`config.mk`:
```
export PLATFORM = sky130hd
export DESIGN_NAME = rvfi_trace_unit
export DESIGN_NICKNAME = d
export VERILOG_FILES = /design/src/rtl/rvfi_trace_pkg.sv /design/src/rtl/trace_fifo.sv /design/src/rtl/rvfi_trace_unit.sv
export SDC_FILE = /design/constraint.sdc
export NUM_CORES = 2
export LEC_CHECK = 0
export CAP_MARGIN = 25
export CORE_MARGIN = 2
export CORE_UTILIZATION = 35
export CTS_CLUSTER_SIZE = 14
export DETAILED_ROUTE_END_ITERATION = 8
export PLACE_DENSITY = 0.61
export SLEW_MARGIN = 20
export SYNTH_ARGS = -nofsm -noshare
export SYNTH_HDL_FRONTEND = slang
export SYNTH_SLANG_ARGS = --single-unit
```
`constraint.sdc`:
```
create_clock -name clk -period 43.1 [get_ports clk]
set_input_delay 4.31 -clock clk [delete_from_list [all_inputs] [get_ports clk]]
set_output_delay 4.31 -clock clk [all_outputs]
set_load 0.005 [all_outputs]
```
`src/rtl/rvfi_trace_pkg.sv`:
```
// Shared types for the RVFI trace unit: the 5-word record, serializer states
// and the w0 header packing.
package rvfi_trace_pkg;

  localparam int REC_WORDS = 5;

  // w0 sits in the top word so the serializer can shift toward the MSB.
  typedef struct packed {
    logic [31:0] w0;
    logic [31:0] w1;
    logic [31:0] w2;
    logic [31:0] w3;
    logic [31:0] w4;
  } trace_rec_t;

  typedef enum logic {
    IDLE = 1'b0,
    SEND = 1'b1
  } ser_state_t;

  // Bit 0 is always set so a sink can resynchronize on it after trace_last.
  function automatic logic [31:0] pack_w0(
    input logic [63:0] order,
    input logic        trap,
    input logic        halt,
    input logic [3:0]  rmask,
    input logic [3:0]  wmask,
    input logic [4:0]  rd_addr
  );
    return {order[15:0], trap, halt, rmask, wmask, rd_addr, 1'b1};
  endfunction

endpackage

```
`src/rtl/trace_fifo.sv`:
```
// Synchronous FIFO with an extra pointer bit for full/empty; a push while
// full is accepted when a pop happens in the same cycle.
module trace_fifo #(
  parameter int  DEPTH = 8,
  parameter type T     = logic [31:0]
) (
  input  logic clk,
  input  logic rst,
  input  logic push,
  input  T     wr_data,
  input  logic pop,
  output T     rd_data,
  output logic full,
  output logic empty
);

  localparam int AW = $clog2(DEPTH);

  logic [AW:0] wr_ptr;
  logic [AW:0] rd_ptr;
  T            mem [DEPTH];
  logic        do_push;
  logic        do_pop;

  assign empty   = (wr_ptr == rd_ptr);
  assign full    = (wr_ptr[AW] != rd_ptr[AW]) && (wr_ptr[AW-1:0] == rd_ptr[AW-1:0]);
  assign do_pop  = pop & ~empty;
  assign do_push = push & (~full | do_pop);
  assign rd_data = mem[rd_ptr[AW-1:0]];

  always_ff @(posedge clk or posedge rst) begin
    if (rst) begin
      wr_ptr <= '0;
      rd_ptr <= '0;
    end else begin
      if (do_push) wr_ptr <= wr_ptr + 1'b1;
      if (do_pop)  rd_ptr <= rd_ptr + 1'b1;
    end
  end

  always_ff @(posedge clk) begin
    if (do_push) mem[wr_ptr[AW-1:0]] <= wr_data;
  end

endmodule

```
`src/rtl/rvfi_trace_unit.sv`:
```
// Captures RVFI retirements, checks order/PC continuity, buffers them and
// serializes each as five 32-bit words on a valid/ready trace stream.
module rvfi_trace_unit
  import rvfi_trace_pkg::*;
#(
  parameter int DEPTH = 8
) (
  input  logic        clk,
  input  logic        rst,
  input  logic        rvfi_valid,
  input  logic [63:0] rvfi_order,
  input  logic [31:0] rvfi_insn,
  input  logic        rvfi_trap,
  input  logic        rvfi_halt,
  input  logic [31:0] rvfi_pc_rdata,
  input  logic [31:0] rvfi_pc_wdata,
  input  logic [4:0]  rvfi_rd_addr,
  input  logic [31:0] rvfi_rd_wdata,
  input  logic [31:0] rvfi_mem_addr,
  input  logic [3:0]  rvfi_mem_rmask,
  input  logic [3:0]  rvfi_mem_wmask,
  output logic        trace_valid,
  input  logic        trace_ready,
  output logic [31:0] trace_data,
  output logic        trace_last,
  output logic        err_order,
  output logic        err_pc,
  output logic [15:0] drop_count,
  output logic        halted,
  output ser_state_t  dbg_state
);

  // Trace stream handshake: a word transfers on a rising clk edge where
  // trace_valid & trace_ready; while trace_valid & ~trace_ready the word,
  // trace_data and trace_last hold unchanged.

  trace_rec_t rec_in;
  trace_rec_t rec_out;
  trace_rec_t shreg;
  ser_state_t state;
  logic [2:0]  idx;
  logic        cap;
  logic        drop;
  logic        ser_pop;
  logic        last_word;
  logic        fifo_full;
  logic        fifo_empty;
  logic        have_prev;
  logic [63:0] prev_order;
  logic [31:0] prev_pc_wdata;

  assign cap       = rvfi_valid & ~halted;
  assign last_word = (idx == 3'(REC_WORDS - 1));
  assign ser_pop   = (state == IDLE) ? ~fifo_empty : (trace_ready & last_word & ~fifo_empty);
  assign drop      = cap & fifo_full & ~ser_pop;
  assign trace_data = shreg.w0;
  assign dbg_state  = state;

  assign rec_in = '{
    w0: pack_w0(rvfi_order, rvfi_trap, rvfi_halt, rvfi_mem_rmask, rvfi_mem_wmask, rvfi_rd_addr),
    w1: rvfi_pc_rdata,
    w2: rvfi_insn,
    w3: rvfi_rd_wdata,
    w4: rvfi_mem_addr
  };

  trace_fifo #(.DEPTH(DEPTH), .T(trace_rec_t)) u_fifo (
    .clk     (clk),
    .rst     (rst),
    .push    (cap),
    .wr_data (rec_in),
    .pop     (ser_pop),
    .rd_data (rec_out),
    .full    (fifo_full),
    .empty   (fifo_empty)
  );

  // Checker state tracks every captured retirement, dropped or not.
  always_ff @(posedge clk or posedge rst) begin
    if (rst) begin
      have_prev     <= 1'b0;
      prev_order    <= '0;
      prev_pc_wdata <= '0;
      err_order     <= 1'b0;
      err_pc        <= 1'b0;
      halted        <= 1'b0;
      drop_count    <= '0;
    end else if (cap) begin
      have_prev     <= 1'b1;
      prev_order    <= rvfi_order;
      prev_pc_wdata <= rvfi_pc_wdata;
      if (have_prev && (rvfi_order != prev_order + 64'd1)) err_order <= 1'b1;
      if (have_prev && (rvfi_pc_rdata != prev_pc_wdata))   err_pc    <= 1'b1;
      if (rvfi_halt) halted <= 1'b1;
      if (drop && (drop_count != 16'hFFFF)) drop_count <= drop_count + 16'd1;
    end
  end

  always_ff @(posedge clk or posedge rst) begin
    if (rst) begin
      state       <= IDLE;
      idx         <= '0;
      shreg       <= '0;
      trace_valid <= 1'b0;
      trace_last  <= 1'b0;
    end else begin
      case (state)
        IDLE: begin
          if (!fifo_empty) begin
            shreg       <= rec_out;
            idx         <= '0;
            trace_valid <= 1'b1;
            trace_last  <= 1'b0;
            state       <= SEND;
          end
        end
        SEND: begin
          if (trace_ready) begin
            if (!last_word) begin
              shreg      <= trace_rec_t'({shreg[127:0], 32'h0});
              idx        <= idx + 3'd1;
              trace_last <= (idx == 3'(REC_WORDS - 2));
            end else if (!fifo_empty) begin
              shreg      <= rec_out;
              idx        <= '0;
              trace_last <= 1'b0;
            end else begin
              shreg       <= '0;
              idx         <= '0;
              trace_valid <= 1'b0;
              trace_last  <= 1'b0;
              state       <= IDLE;
            end
          end
        end
        default: state <= IDLE;
      endcase
    end
  end

endmodule

```
==> impl_metrics.json <==
{
  "ant_nets": 0,
  "drv_slew": 0,
  "fmax_mhz": 116,
  "drive_gt1_share_pct": 19.7,
  "clkTransAtPathRegs_ps": 60,
  "crit_type": "in2reg",
  "crit_top_cell": "buf_4",
  "mostFrequentLayoutCells": "1,272 x edfxtp_1, 486 x nand2_1, 318 x mux4_2",
  "skew_ps": 37.3,
  "area_growth_pct": 17.5,
  "wirelength_um": 152000,
  "start_util_pct": 35.3,
  "drc": 0,
  "min_from": "trace_data[13]",
  "worst_path_largest_cell_delay_ps": 800,
  "max_cap_violations": 0,
  "hold_depth": 2,
  "clockBufferDepth": 3,
  "fin_crit_ps": 8620,
  "p_comb_share_pct": 22.3,
  "worstReg2RegStart": "u_fifo.rd_ptr[1]",
  "ctsResizeCount": 0,
  "crit_slowest_cell": "buf_4",
  "power.switching_uw": 1170,
  "die_w_um": 426,
  "crit_chain": "clkdlybuf4s50_1 -> nand3_1 -> nand2_1 -> nor3_1 -> or3_1 -> nor2_4 -> buf_4 -> buf_4 -> buf_4",
  "switching_share_pct": 28.1,
  "syn_area_mm2": 0.0624,
  "routed_via_density": 5.18,
  "pwr_density_cell_mw_per_mm2": 56.9,
  "cp_data_arrival_time_ps": 9030,
  "syn_nets": 3761,
  "post-cts-setup-buffer-count": 0,
  "cp-end-kind": "flip-flop",
  "p_int_uw": 2990,
  "period_share_pct": 20.0,
  "clk_latency_ps": 800,
  "port_buffers": 296,
  "synth_cells": 3511,
  "cp-start-kind": "primary input",
  "vdd_drop_max_mv": 0.0535,
  "std_cell_rows": 154,
  "track_usage_pct": 16.7,
  "async_reset_ff_share_pct": 18.6,
  "gp_congestion": 0.840,
  "hold_buffers": 0,
  "synth-edff-count": 1272,
  "drt_pre_antenna_iters": 7,
  "status": "finished clean",
  "clock_sinks": 1562,
  "cts_buffers": 160,
  "synth-seq-area-share_pct": 72.9,
  "grt_pass1_wl_um": 224000,
  "vias": 32500,
  "timing.rr.end": "u_fifo.mem[5][97]",
  "tns_ps": 0,
  "reg2reg_depth": 8,
  "cts_root_buf": "clkbuf_16",
  "yosys_warnings": 0,
  "core-area_mm2": 0.176,
  "synth.distinct_cells": 63,
  "antenna_found_initial": 34,
  "synth_ff_type": "edfxtp_1",
  "die_h_um": 426,
  "finalSetupViolations": 0,
  "syn_area_per_cell_um2": 17.8,
  "min-delay-path-class": "reg2reg",
  "clkPwrFrac_pct": 33.8,
  "hold_viol": 0,
  "place_hpwl_um": 92200,
  "cts_tree": "done",
  "synth-seq-cells": 1562,
  "grt_pass1_vias": 32800,
  "pwr-share-seq_pct": 43.9,
  "post_drt_wl_per_cell_um": 24.2,
  "grt_max_degree": 123,
  "final_core_util_pct": 41.5,
  "final_common_cell": "edfxtp_1",
  "overflow": 0,
  "die_area_mm2": 0.182,
  "final_nets": 4044,
  "rsz0062_at_grt": "false",
  "ios": 297,
  "htreeDepth": 4,
  "drt_iter0_drc": 2851,
  "hold_end": "trace_data[13]",
  "ff2ff_setup_slack_ps": 37550,
  "power.leakage_uw": 0.0241,
  "max_slew_margin_pct": 29.4,
  "cp.required_ps": 43500,
  "tightest_slew_ps": 1060,
  "fill_cells": 15800,
  "critPathMaxFanout": 48
}
-- synthesized netlist by cell type, types with 4 or more instances --
| master | n | area [µm²] |
|---|---|---|
| nor3b_1 | 7 | 52.6 |
| or4_1 | 8 | 60.1 |
| nor2b_1 | 7 | 43.8 |
| mux2i_1 | 40 | 400 |
| nand2_1 | 487 | 1830 |
| a22oi_1 | 130 | 976 |
| and3_1 | 9 | 56.3 |
| edfxtp_1 | 1272 | 38200 |
| ha_1 | 7 | 87.6 |
| a31oi_1 | 6 | 37.5 |
| dfrtp_1 | 290 | 7260 |
| nor4_2 | 6 | 75.1 |
| nor3_1 | 24 | 120 |
| buf_4 | 33 | 248 |
| nor2_1 | 24 | 90.1 |
| and2_1 | 5 | 31.3 |
| mux4_2 | 318 | 7160 |
| xor2_1 | 39 | 342 |
| o21ai_0 | 179 | 896 |
| a21oi_1 | 10 | 50.1 |
| mux2_2 | 130 | 1460 |
| nand4_1 | 41 | 257 |
| nand3_1 | 32 | 160 |
| and4_1 | 11 | 96.3 |
| inv_1 | 11 | 41.3 |
| or3_1 | 6 | 37.5 |
| nor4_1 | 26 | 163 |
| buf_2 | 13 | 65.1 |
| clkbuf_1 | 138 | 518 |
| buf_1 | 42 | 158 |
| a21o_1 | 4 | 30.0 |
| xnor2_1 | 104 | 911 |
| nand2b_1 | 8 | 50.1 |
-- power groups by stage --
stage          clock (µW)  combinational [µW]  sequential, µW
2_1_floorplan           0                 693            1780
3_3_place_gp            0                 939            1860
3_5_place_dp            0                 945            1860
4_1_cts              1440                 948            1830
5_1_grt              1500                1000            1840
6_report             1410                 928            1830
-- cell type report --
type	instances	area [µm²]	share of cell area [%]
flip-flops and latches	1562	45500	62.1
multi-input cells	1710	15900	21.8
clock buffers	217	4410	6.02
repair buffers	349	3480	4.74
well taps	2340	2930	4.00
clock inverters	82	981	1.34
inverters	11	48.8	0.0666
diodes	9	22.5	0.0307
-- metrics by stage --
stage	power, µW	area (µm²)	hold WS, ps	std cells	worst slack, ps
floorplan	2470	62400	450	3511	25700
global placement	2800	67800	461	5969	33550
detailed placement	2800	67800	473	5970	33550
CTS	4220	73200	486	6269	34400
global route	4340	73300	500	6277	34200
finish	4170	73300	481	6280	34480
-- metal layers --
layer	share of wire (%)	wire length [µm]	global-route usage (%)	vias to the layer above
met2	49	74400	27.2	901
li1	-	-	-	14300
met3	5.7	8600	3.25	229
met4	2.2	3400	4.45	20
met1	43	65500	22.8	17000
met5	0.078	118	0	-
-- critical path, delay by kind of cell --
| kind | cells | cell delay (ps) |
|---|---|---|
| AND/OR/NAND/NOR | 5 | 1610 |
| buffers and inverters | 4 | 2950 |
-- worst max-delay path by stage --
stage / start / endpoint / slack (ps) / cells past startpoint
final: trace_ready / u_fifo.mem[5][97] / 34480 / 9
after global routing: trace_ready / u_fifo.mem[5][60] / 34200 / 9
after CTS: trace_ready / u_fifo.mem[5][78] / 34400 / 9
after detailed placement: trace_ready / u_fifo.mem[5][101] / 33550 / 9
after global placement: trace_ready / u_fifo.mem[5][12] / 33550 / 9
after floorplan: trace_ready / u_fifo.mem[1][0] / 25700 / 5
-- registers in the layout, summed over array words and instances, names as in the netlist, 3 cells and up --
| name | cells |
|---|---|
| shreg | 128 |
| u_fifo.wr_ptr | 4 |
| drop_count | 16 |
| trace_data | 32 |
| prev_order | 64 |
| prev_pc_wdata | 32 |
| idx | 3 |
| u_fifo.rd_ptr | 4 |
| u_fifo.mem | 1272 |
-- logic make-up after synthesis --
family                   Yosys count  share of synthesized area [%]
flip-flops                      1562                           72.9
AND/OR/NAND/NOR                  713                           5.19
multiplexers                     489                           14.5
AO/OA/AOI/OAI                    358                           3.58
buffers and inverters            239                           1.69
XOR/XNOR                         143                           2.01
adder cells (fa/ha/maj)            7                          0.140
Power figures use the tool's default switching activity.
